File: src/rtl/cpu_ctrl_pkg.sv
// Shared definitions for the hardwired control sequencer: opcodes, IR field
// positions, T-state encoding and opcode legality.
package cpu_ctrl_pkg;

  localparam int unsigned REG_COUNT = 16;
  localparam int unsigned REG_IDX_W = 4;
  localparam int unsigned OP_W      = 5;
  localparam int unsigned IR_W      = 32;

  localparam int unsigned OP_LSB = 27;
  localparam int unsigned RA_LSB = 23;
  localparam int unsigned RB_LSB = 19;
  localparam int unsigned RC_LSB = 15;

  localparam logic [OP_W-1:0] OP_LD   = 5'b00000;
  localparam logic [OP_W-1:0] OP_LDI  = 5'b00001;
  localparam logic [OP_W-1:0] OP_ST   = 5'b00010;
  localparam logic [OP_W-1:0] OP_ADD  = 5'b00011;
  localparam logic [OP_W-1:0] OP_SUB  = 5'b00100;
  localparam logic [OP_W-1:0] OP_AND  = 5'b00101;
  localparam logic [OP_W-1:0] OP_OR   = 5'b00110;
  localparam logic [OP_W-1:0] OP_MUL  = 5'b01110;
  localparam logic [OP_W-1:0] OP_DIV  = 5'b01111;
  localparam logic [OP_W-1:0] OP_NOP  = 5'b11010;
  localparam logic [OP_W-1:0] OP_HALT = 5'b11011;

  typedef enum logic [3:0] {
    ST_IDLE, ST_T0, ST_T1, ST_T2, ST_T3, ST_T4,
    ST_T5, ST_T6, ST_T7, ST_T8, ST_HALTED
  } tstate_e;

  function automatic logic op_legal(input logic [OP_W-1:0] op);
    return (op <= OP_OR) || (op == OP_MUL) || (op == OP_DIV) ||
           (op == OP_NOP) || (op == OP_HALT);
  endfunction

endpackage

File: src/rtl/reg_select_encode.sv
// Turns Gra/Grb/Grc + Rin/Rout/BAout strobes and the IR register fields into
// one-hot register load/drive enables.
module reg_select_encode
  import cpu_ctrl_pkg::*;
(
  input  logic [IR_W-1:0]      ir,
  input  logic                 gra,
  input  logic                 grb,
  input  logic                 grc,
  input  logic                 rin,
  input  logic                 rout,
  input  logic                 baout,
  output logic [REG_COUNT-1:0] r_in,
  output logic [REG_COUNT-1:0] r_out
);

  logic [REG_IDX_W-1:0] sel;
  logic                 ir_unused;

  assign ir_unused = ^{ir[IR_W-1:OP_LSB], ir[RC_LSB-1:0]};

  // BAout reads R0 as constant zero, so no register drives the bus then
  always_comb begin
    sel   = '0;
    r_in  = '0;
    r_out = '0;
    if (gra)      sel = ir[RA_LSB +: REG_IDX_W];
    else if (grb) sel = ir[RB_LSB +: REG_IDX_W];
    else if (grc) sel = ir[RC_LSB +: REG_IDX_W];
    if (rin) r_in[sel] = 1'b1;
    if (rout || (baout && (sel != '0))) r_out[sel] = 1'b1;
  end

endmodule

File: src/rtl/control_sequencer.sv
// Hardwired fetch/decode/execute T-state sequencer for the 32-bit bus datapath,
// with a memory-handshake watchdog and sticky illegal/mem_error flags.
module control_sequencer
  import cpu_ctrl_pkg::*;
#(
  parameter int unsigned MEM_TIMEOUT = 255
) (
  input  logic                 clock,
  input  logic                 clear,
  input  logic                 start,
  input  logic [IR_W-1:0]      ir,
  input  logic                 mem_ready,
  output logic                 PCout,
  output logic                 PCin,
  output logic                 IncPC,
  output logic                 MARin,
  output logic                 MDRin,
  output logic                 MDRout,
  output logic                 IRin,
  output logic                 Yin,
  output logic                 Zin,
  output logic                 Zlowout,
  output logic                 Zhighout,
  output logic                 HIin,
  output logic                 LOin,
  output logic                 Cout,
  output logic                 Read,
  output logic                 Write,
  output logic [OP_W-1:0]      alu_op,
  output logic [REG_COUNT-1:0] r_in,
  output logic [REG_COUNT-1:0] r_out,
  output logic                 running,
  output logic                 illegal,
  output logic                 mem_error
);

  localparam int unsigned CNT_W = $clog2(MEM_TIMEOUT + 1);

  tstate_e          state, next_state;
  logic [CNT_W-1:0] wait_cnt;
  logic [OP_W-1:0]  op;
  logic is_rtype, is_addr, is_muldiv, is_wait, timeout;
  logic set_illegal, set_timeout;
  logic gra, grb, grc, rin, rout, baout;

  assign op        = ir[OP_LSB +: OP_W];
  assign is_rtype  = (op >= OP_ADD) && (op <= OP_OR);
  assign is_addr   = (op == OP_LD) || (op == OP_LDI) || (op == OP_ST);
  assign is_muldiv = (op == OP_MUL) || (op == OP_DIV);
  assign is_wait   = (state == ST_T2) || ((state == ST_T7) && (op == OP_LD)) ||
                     ((state == ST_T8) && (op == OP_ST));
  assign timeout   = !mem_ready && (wait_cnt == CNT_W'(MEM_TIMEOUT - 1));
  assign running   = (state != ST_IDLE) && (state != ST_HALTED);

  // state, watchdog counter and sticky flags
  always_ff @(posedge clock or negedge clear) begin
    if (!clear) begin
      state     <= ST_IDLE;
      wait_cnt  <= '0;
      illegal   <= 1'b0;
      mem_error <= 1'b0;
    end else begin
      state    <= next_state;
      wait_cnt <= (is_wait && !mem_ready) ? wait_cnt + CNT_W'(1) : '0;
      if (set_illegal) illegal   <= 1'b1;
      if (set_timeout) mem_error <= 1'b1;
    end
  end

  always_comb begin
    next_state = state;
    {PCout, PCin, IncPC, MARin, MDRin, MDRout, IRin, Yin} = '0;
    {Zin, Zlowout, Zhighout, HIin, LOin, Cout, Read, Write} = '0;
    alu_op = '0;
    {gra, grb, grc, rin, rout, baout} = '0;
    set_illegal = 1'b0;
    set_timeout = 1'b0;
    // gating on clear keeps every strobe low while reset is held
    if (clear) begin
      case (state)
        ST_IDLE: if (start) next_state = ST_T0;
        ST_T0: begin
          {PCout, MARin, IncPC, Zin} = '1;
          next_state = ST_T1;
        end
        ST_T1: begin
          {Zlowout, PCin} = '1;
          next_state = ST_T2;
        end
        ST_T2: begin
          Read = 1'b1;
          if (mem_ready) begin
            MDRin = 1'b1;
            next_state = ST_T3;
          end else if (timeout) begin
            set_timeout = 1'b1;
            next_state = ST_HALTED;
          end
        end
        ST_T3: begin
          {MDRout, IRin} = '1;
          next_state = ST_T4;
        end
        ST_T4: begin
          if (is_rtype || is_addr || is_muldiv) begin
            Yin = 1'b1;
            next_state = ST_T5;
            if (is_muldiv) {gra, rout} = '1;
            else if (is_rtype) {grb, rout} = '1;
            else {grb, baout} = '1;
          end else if (op == OP_HALT) begin
            next_state = ST_HALTED;
          end else begin
            set_illegal = !op_legal(op);
            next_state = ST_T0;
          end
        end
        ST_T5: begin
          Zin = 1'b1;
          next_state = ST_T6;
          if (is_addr) begin
            Cout   = 1'b1;
            alu_op = OP_ADD;
          end else begin
            alu_op = op;
            rout   = 1'b1;
            if (is_muldiv) grb = 1'b1;
            else grc = 1'b1;
          end
        end
        ST_T6: begin
          Zlowout = 1'b1;
          next_state = ST_T0;
          if ((op == OP_LD) || (op == OP_ST)) begin
            MARin = 1'b1;
            next_state = ST_T7;
          end else if (is_muldiv) begin
            LOin = 1'b1;
            next_state = ST_T7;
          end else begin
            {gra, rin} = '1;
          end
        end
        ST_T7: begin
          next_state = ST_T0;
          if (op == OP_LD) begin
            Read = 1'b1;
            next_state = ST_T7;
            if (mem_ready) begin
              MDRin = 1'b1;
              next_state = ST_T8;
            end else if (timeout) begin
              set_timeout = 1'b1;
              next_state = ST_HALTED;
            end
          end else if (op == OP_ST) begin
            {gra, rout, MDRin} = '1;
            next_state = ST_T8;
          end else begin
            {Zhighout, HIin} = '1;
          end
        end
        ST_T8: begin
          next_state = ST_T0;
          if (op == OP_ST) begin
            Write = 1'b1;
            if (!mem_ready) begin
              next_state = ST_T8;
              if (timeout) begin
                set_timeout = 1'b1;
                next_state = ST_HALTED;
              end
            end
          end else begin
            {MDRout, gra, rin} = '1;
          end
        end
        ST_HALTED: next_state = ST_HALTED;
        default:   next_state = ST_IDLE;
      endcase
    end
  end

  reg_select_encode u_sel (
    .ir    (ir),
    .gra   (gra),
    .grb   (grb),
    .grc   (grc),
    .rin   (rin),
    .rout  (rout),
    .baout (baout),
    .r_in  (r_in),
    .r_out (r_out)
  );

  a_one_bus_driver: assert property (@(posedge clock) disable iff (!clear)
    $onehot0({PCout, MDRout, Zlowout, Zhighout, Cout, |r_out}));
  a_onehot_rin:  assert property (@(posedge clock) disable iff (!clear) $onehot0(r_in));
  a_onehot_rout: assert property (@(posedge clock) disable iff (!clear) $onehot0(r_out));

endmodule
File: config.mk
export PLATFORM = sky130hd
export DESIGN_NAME = control_sequencer
export DESIGN_NICKNAME = d
export VERILOG_FILES = /design/src/rtl/cpu_ctrl_pkg.sv /design/src/rtl/reg_select_encode.sv /design/src/rtl/control_sequencer.sv
export SDC_FILE = /design/constraint.sdc
export NUM_CORES = 1
export LEC_CHECK = 0
export BUFFER_PORTS_ARGS = -buffer_cell sky130_fd_sc_hd__clkbuf_2
export CORE_ASPECT_RATIO = 1.2
export CORE_MARGIN = 1.5
export CORE_UTILIZATION = 45
export CTS_CLUSTER_DIAMETER = 40
export CTS_CLUSTER_SIZE = 8
export DETAILED_ROUTE_END_ITERATION = 8
export MAX_ROUTING_LAYER = met4
export PLACE_DENSITY = 0.78
export SLEW_MARGIN = 10
export SYNTH_ARGS = -nofsm -noshare
export SYNTH_HDL_FRONTEND = slang
export SYNTH_SLANG_ARGS = --single-unit
File: constraint.sdc
create_clock -name clock -period 7.2 [get_ports clock]
set_input_delay 1.44 -clock clock [delete_from_list [all_inputs] [get_ports clock]]
set_output_delay 1.44 -clock clock [all_outputs]
set_load 0.005 [all_outputs]
=== Word-level counts from Yosys, hierarchy flattened ===
Index checks and enable logic that the tools add are counted.

* Muxes and demuxes: 101
* Magnitude comparators: 4
* Eq/ne operators: 20
* Reductions and logical operators: 30
* Add/sub/neg operators: 1

{| class="wikitable"
|+ Operators with widths
! kind !! count
|-
| two-way mux 1 bit || 67
|-
| two-way mux 4 bit || 14
|-
| one-hot mux 4 bit (11 select lines) || 1
|-
| two-way mux 16 bit || 2
|-
| equality test 4 x 3 -> 1 bit (second input constant) || 4
|-
| two-way mux 5 bit || 3
|-
| logical OR 1 bit || 13
|-
| equality test 4 bit (second input constant) || 3
|-
| one-hot mux 1 bit (2 select lines) || 6
|-
| equality test 5 x 4 -> 1 bit (second input constant) || 2
|-
| equality test 5 bit (second input constant) || 2
|-
| adder 8 x 1 -> 8 bit (second input constant) || 1
|-
| equality test 4 x 2 -> 1 bit (second input constant) || 2
|-
| equality test 8 bit (second input constant) || 1
|-
| logical AND 1 bit || 8
|-
| two-way mux 8 bit || 1
|-
| nonzero test 4 bit || 2
|-
| two-way mux 2 bit || 3
|-
| one-hot mux 1 bit (3 select lines) || 2
|-
| equality test 5 x 1 -> 1 bit (second input constant) || 1
|-
| equality test 5 x 2 -> 1 bit (second input constant) || 1
|-
| greater-or-equal comparator 5 x 2 -> 1 bit (second input constant) || 1
|-
| less-or-equal comparator 5 x 3 -> 1 bit (second input constant) || 1
|-
| zero test 5 bit || 1
|-
| 12 further kinds || 14
|}

* Output and inout port bits: 56
* Register bits after elaboration: 14
* Input bits: 36
* Logic and storage cells: 160

=== Logic depth before layout (Yosys ltp) ===
Gate-level depths: netlist of the first run.

* Depth in word-level cells: 15
* Gate-level depth with buffers: 8
* Depth with buffers taken out: 6

=== Cells and area by module ===
Synthesis of the first run repeated with hierarchy kept, for this count alone.

* Cell total of the unflattened synthesis: 255
* Area, all modules: 1870.5 um2

{| class="wikitable"
|+ By module, submodules not included
! module !! area each (um2) !! cells an instance !! seq. area each (um2) !! times used
|-
| control_sequencer || 1316.3 || 177 || 350.3 || 1
|-
| reg_select_encode || 554.3 || 78 || 0.0 || 1
|}

=== Worst setup path after synthesis of the first run ===
OpenSTA, ideal clock, no wires.

* Path kind: input port to output port
* From: in ir[28]
* To: out r_in[10]
* Data arrival time: 3.077 ns
* Setup slack: 2.683 ns
* Stages: 7
* Cells stage by stage: buf_2 > and4b_1 > nor4_2 > o311ai_4 > o311a_4 > nand2b_4 > nor3_2

* Longest elaborated chain between the ends: 15
* Elaborated cells between the ends (all ways): 41
* Classes of those cells: 4 x order compare; 4 x eq/ne; 24 x mux; 9 x reduce/logical

{| class="wikitable"
|+ RTL lines
! item !! RTL line !! RTL
|-
| from (decl) || control_sequencer.sv:11 || <nowiki>input logic [IR_W-1:0] ir,</nowiki>
|-
| parallel branches: the longest is 14 deep, another holds greater-or-equal comparator 5 x 2 -> 1 bit || n/a ||
|-
| two-way mux 16 bit * || reg_select_encode.sv:30 || <nowiki>if (rin) r_in[sel] = 1'b1;</nowiki>
|-
| to (decl) || control_sequencer.sv:30 || <nowiki>output logic [REG_COUNT-1:0] r_in,</nowiki>
|}

Mark *: on every way between the ends.

=== Worst setup path in the final report of the first run ===
* From: in clear
* To: out r_in[7]

* Longest elaborated chain between the ends: 9
* Elaborated cells between the ends (all ways): 13
* Classes of those cells: 2 x order compare; 10 x mux; 1 x reduce/logical

{| class="wikitable"
|+ RTL lines
! item !! RTL line !! RTL
|-
| from (decl) || control_sequencer.sv:9 || <nowiki>input logic clear,</nowiki>
|-
| two-way mux 1 bit || control_sequencer.sv:79 || <nowiki>if (clear) begin</nowiki>
|-
| two-way mux 4 bit || reg_select_encode.sv:29 || <nowiki>else if (grc) sel = ir[RC_LSB +: REG_IDX_W];</nowiki>
|-
| two-way mux 4 bit || reg_select_encode.sv:28 || <nowiki>else if (grb) sel = ir[RB_LSB +: REG_IDX_W];</nowiki>
|-
| two-way mux 4 bit || reg_select_encode.sv:27 || <nowiki>if (gra) sel = ir[RA_LSB +: REG_IDX_W];</nowiki>
|-
| < comparator 4 x 5 -> 1 bit (not written as such) or greater-or-equal comparator 4 x 1 -> 1 bit (tied branches) || reg_select_encode.sv:30 ||
|-
| logical AND 1 bit (not written as such) || reg_select_encode.sv:30 ||
|-
| two-way mux 1 bit (not written as such) || reg_select_encode.sv:30 ||
|-
| demux 1 bit (select 4 bit) || n/a ||
|-
| two-way mux 16 bit * || reg_select_encode.sv:30 ||
|}

Every way passes the cells marked *; elsewhere a longest branch is shown, timed or not.

==> impl_metrics.tcl, run 1 <==
set metrics [dict create \
    status "finished clean" \
    final_cell_area_um2 2283 \
    fin_ws_ns 2.124 \
    layout_commonest_cell "clkbuf_2" \
    area_growth_pct 20.78 \
    dp.cells 375 \
    r2r-start "state[0]" \
    synth_edf_count 0 \
    pwr-share-clk 0.140 \
    hold_class "reg2reg" \
    fin_worst_skew_ns 0.004179 \
    row_count 25 \
    h-tree-depth 1 \
    combPwrFrac 0.520 \
    async_reset_ff_frac 1.000 \
    p_int_uw 226.9 \
    cts_tree "built" \
    synth_nets 301 \
    pre_cts_slack_ns 2.124 \
    fin_nets 364 \
    dieArea_um2 4601 \
    synth.avg_cell_area_um2 7.188 \
    period_minus_slack_ns 5.076 \
    place_hpwl_mm 3.966 \
    switching_power_uw 214.9 \
    rsz0062_at_grt "no" \
    antenna_found_initial 0 \
    cts_setup_buffers 0 \
    grt_first_pass_wirelength_mm 8.314 \
    yosysWarnings 0 \
    cts_sinks 14 \
    drv_cap 0 \
    vias_per_cell 5.661 \
    crit_path_max_fanout 25 \
    path_clk_slew_ns 0.05 \
    switching_share 0.4865 \
    drv_slew 0 \
    reg2reg_to "state[0]" \
    stdcell_count 378 \
    insertion_delay_ns 0.24 \
    ios 92 \
    cts-resized-gates 0 \
    gp_congestion 0.8747 \
    synth_cells 263 \
    slew_headroom 0.6010 \
    endpoint_kind "output pin" \
    finalPower_uw 441.8 \
    ant_nets 0 \
    yosys.cell_types.count 61 \
    yosys_most_used_dff "dfrtp_1" \
    final_cell_mix "76 x clkbuf_2, 58 x nor2_1, 23 x nand2_1, 15 x nand3_1, 14 x dfrtp_1" \
    r2r_cells 6 \
    drt_pre_antenna_iters 4 \
    cts_buffer_depth 2 \
    place_area_um2 2242 \
    whs_ns 0.4522 \
    startpoint_type "input port" \
    peakVddDrop_uv 194.8 \
    die_w_um 62.17 \
    grt_pass1_vias 1816 \
    worstPathArrival_ns 3.64 \
    grt_max_degree 26 \
    synth_seq_area_share 0.1853 \
    tightest_slew_ns 0.5904 \
    p_leak_nw 1.015 \
    final_hold_viol_count 0 \
    io_buffers 76 \
    layout-drive-gt1-share 0.3302 \
    seqPwrFrac 0.340 \
    setup_tns_ns 0 \
    n_antenna_cell 0 \
    wirelength_mm 5.054 \
    gr-total-overflow 0 \
    root_buffer "clkbuf_8" \
    fp.dieH_um 74.01 \
    routedWlPerCell_um 13.37 \
    final.period_utilization 0.7050 \
    rrSetupSlack_ns 5.14 \
    finalSetupViolCount 0 \
    grt.total_usage 0.2247 \
    critPathRequiredTime_ns 5.76 \
    power_density_nw_per_um2 193.5 \
    min-delay-start "illegal" \
    core_um2 3973 \
    crit_type "in2out" \
    drtIter0Drc 125 \
    syn_area_um2 1891 \
    ys_ff_latch 14 \
    fmaxAchievable_mhz 197.0 \
    utilization 0.5748 \
    ctsHoldBuffers 0 \
    drc 0 \
    vias 2140 \
    min_to "illegal" \
    cts_buffers 3 \
    hold_path_depth 1 \
    start_util 0.4759 \
]
-- sequential cells by signal, summed over array words and instances (netlist names) --
name	cells
mem_error	1
illegal	1
wait_cnt	8
state	4
-- logic make-up after synthesis --
family                   synth area share
buffers and inverters             0.06486
multiplexers                     0.005956
adder cells (fa/ha/maj)           0.01323
AND/OR/NAND/NOR                    0.4394
AO/OA/AOI/OAI                      0.2495
flip-flops                         0.1853
XOR/XNOR                          0.04170
-- synthesized netlist by cell type, drive strengths merged, types with 2 or more instances --
library cell  number  area share
nor3b              2      0.0079
o211ai             2      0.0079
clkbuf             5      0.0099
dfrtp             14        0.19
nand2b             6       0.024
and4b              2       0.011
and2               2      0.0066
o221ai             2       0.013
a32oi              2      0.0093
a32o               2       0.011
ha                 2       0.013
o22ai              2      0.0066
nand3b             3       0.012
nand4b             3       0.014
inv                7       0.014
nor4               5       0.028
o311a              2       0.017
or3b               3       0.017
or3                3      0.0099
and3               7       0.023
a21oi             11       0.029
o21ai             16       0.050
nor2b              3      0.0099
a31oi              5       0.040
buf               13       0.041
nand2             23       0.046
nor2              65        0.14
nor3              10       0.029
nand3             15       0.040
xor2               8       0.037
-- metal layers --
metal	wire length [µm]	global-route usage
met3	248	0.03177
met2	2574	0.3913
met1	2145	0.2752
met5	0	-
met4	86	0.06667
-- final cells by class --
class,instances,area [µm²]
Timing Repair Buffer,76,380.4
Inverter,7,26.28
Clock buffer,3,41.29
Multi-Input combinational cell,224,1418
Sequential cell,14,350.3
Tap cell,54,67.56
Fill cell,410,1689
-- worst max path at each step --
stage,from,cells after the start,endpoint
after floorplan,ir[28],7,r_in[10]
after global placement,clear,8,r_in[7]
after detailed placement,clear,8,r_in[7]
after CTS,clear,8,r_in[7]
after global routing,clear,8,r_in[3]
final,clear,8,r_in[7]
-- critical path, cell delays in order --
cell	delay, ns
clkbuf_2	0.44
and3b_1	0.47
and4_1	0.43
nand2_1	0.09
o221ai_1	0.31
nand2_1	0.19
nor2_1	0.13
clkbuf_2	0.12
-- power groups by stage --
stage | logic, mW | clock network [mW] | registers, mW
2_1_floorplan | 0.218 | 0 | 0.103
3_3_place_gp | 0.224 | 0 | 0.148
3_5_place_dp | 0.228 | 0 | 0.149
4_1_cts | 0.229 | 0.0630 | 0.148
5_1_grt | 0.254 | 0.0673 | 0.156
6_report | 0.230 | 0.0620 | 0.150
Power figures use the tool's default switching activity.
==> inputs of run 2 (changes only) <==
clock period = 4.75 ns   (was 7.2 ns; I/O delays follow)
==> impl_metrics.tcl, run 2 (same netlist as run 1, synthesis figures left out) <==
set metrics [dict create \
    rsz0062_at_grt "no" \
    h-tree-depth 1 \
    routedWlPerCell_um 13.17 \
    tightest_slew_ns 0.5720 \
    fp.dieH_um 74.01 \
    root_buffer "clkbuf_8" \
    drv_slew 0 \
    seqPwrFrac 0.327 \
    gp_congestion 0.8757 \
    largest_reg_flops 8 \
    final.period_utilization 0.8363 \
    regMostFlops "wait_cnt" \
    hold_class "reg2reg" \
    row_count 25 \
    cts-resized-gates 0 \
    die_w_um 62.17 \
    drc 0 \
    drtIter0Drc 80 \
    switching_share 0.4732 \
    vias 2089 \
    p_int_uw 362.1 \
    start_util 0.4759 \
    worstPathArrival_ns 3.02 \
    startpoint_type "input port" \
    fin_worst_skew_ns 0.005800 \
    cts_sinks 14 \
    ctsHoldBuffers 0 \
    cts_buffer_depth 2 \
    period_minus_slack_ns 3.973 \
    top_layer_used "met4" \
    whs_ns 0.4662 \
    fmaxAchievable_mhz 251.7 \
    drv_cap 0 \
    wl_met1_mm 2.080 \
    vias_per_cell 5.497 \
    fin_nets 365 \
    path_clk_slew_ns 0.06 \
    endpoint_kind "output pin" \
    drt_pre_antenna_iters 5 \
    status "finished clean" \
    combPwrFrac 0.508 \
    grt.total_usage 0.2283 \
    place_hpwl_mm 3.966 \
    ant_nets 0 \
    cts_tree "built" \
    wirelength_mm 5.004 \
    switching_power_uw 325.2 \
    crit_type "in2out" \
    pwr-share-clk 0.165 \
    final_cell_mix "76 x clkbuf_2, 58 x nor2_1, 23 x nand2_1, 15 x nand3_1, 14 x dfrtp_1" \
    grt_first_pass_wirelength_mm 8.369 \
    cts_setup_buffers 0 \
    core_um2 3973 \
    grt_pass1_vias 1853 \
    ios 92 \
    grt_max_degree 25 \
    gr-total-overflow 0 \
    antenna_found_initial 0 \
    power_density_nw_per_um2 298.2 \
    wl_met2_mm 2.583 \
    dieArea_um2 4601 \
    reg_top3 "wait_cnt: 8 flops, state: 4 flops" \
    crit_path_max_fanout 19 \
    area_growth_pct 21.91 \
    io_buffers 76 \
    cts_buffers 3 \
    insertion_delay_ns 0.25 \
    layout_commonest_cell "clkbuf_2" \
    n_antenna_cell 0 \
    slew_headroom 0.6135 \
    layout-drive-gt1-share 0.3344 \
    wl_met3_um 239 \
    p_leak_nw 1.027 \
    final_hold_viol_count 0 \
    peakVddDrop_uv 282.9 \
    critPathRequiredTime_ns 3.80 \
    finalSetupViolCount 0 \
    utilization 0.5802 \
    setup_tns_ns 0 \
]
[run 2: layout make-up]
type                       instances  area, µm²
multi-input combinational        224       1418
tap                               54      67.56
clock buffer                       4      55.05
fill                             418       1668
inverter                           7      26.28
timing repair buffer              77      387.9
sequential                        14      350.3
[run 2: path summary, 6_finish.rpt]
check,start,end,slack [ns],cells after the start
max reg2reg,state[0],state[0],2.71,6
max in group asynchronous,clear,illegal,3.81,2
max,ir[28],r_in[10],0.78,8
min reg2reg,mem_error,mem_error,0.47,1
min in group asynchronous,clear,wait_cnt[4],0.71,2
min,mem_error,mem_error,0.47,1
[run 2: metrics by stage]
| step | cells | total power, mW | setup slack, ns | cell area (µm²) |
|---|---|---|---|---|
| floorplan | 263 | 0.4865 | 1.213 | 1891 |
| global placement | 376 | 0.5650 | 0.7808 | 2250 |
| detailed placement | 376 | 0.5718 | 0.7434 | 2250 |
| CTS | 380 | 0.6885 | 0.7481 | 2305 |
| global route | 380 | 0.7468 | 0.5673 | 2305 |
| finish | 380 | 0.6873 | 0.7775 | 2305 |
[run 2: routing by layer]
layer | vias up | GRT usage
li1 | 1062 | -
met1 | 952 | 0.2618
met2 | 66 | 0.4203
met3 | 9 | 0.02572
met4 | 0 | 0.07901
met5 | - | -
[run 2: worst max-delay path: stages]
cell and delay (ns):
clkbuf_2 0.25, and4b_1 0.36, nor4_2 0.48, o311ai_4 0.20
o311a_4 0.39, nand2b_4 0.16, nor3_2 0.10, clkbuf_2 0.13
[run 2: power by group through the flow]
stage	registers, mW	clock network, mW	logic [mW]
floorplan	0.156	0	0.330
global placement	0.224	0	0.341
detailed placement	0.225	0	0.347
finish	0.225	0.114	0.349
global route	0.234	0.120	0.393
CTS	0.223	0.117	0.349
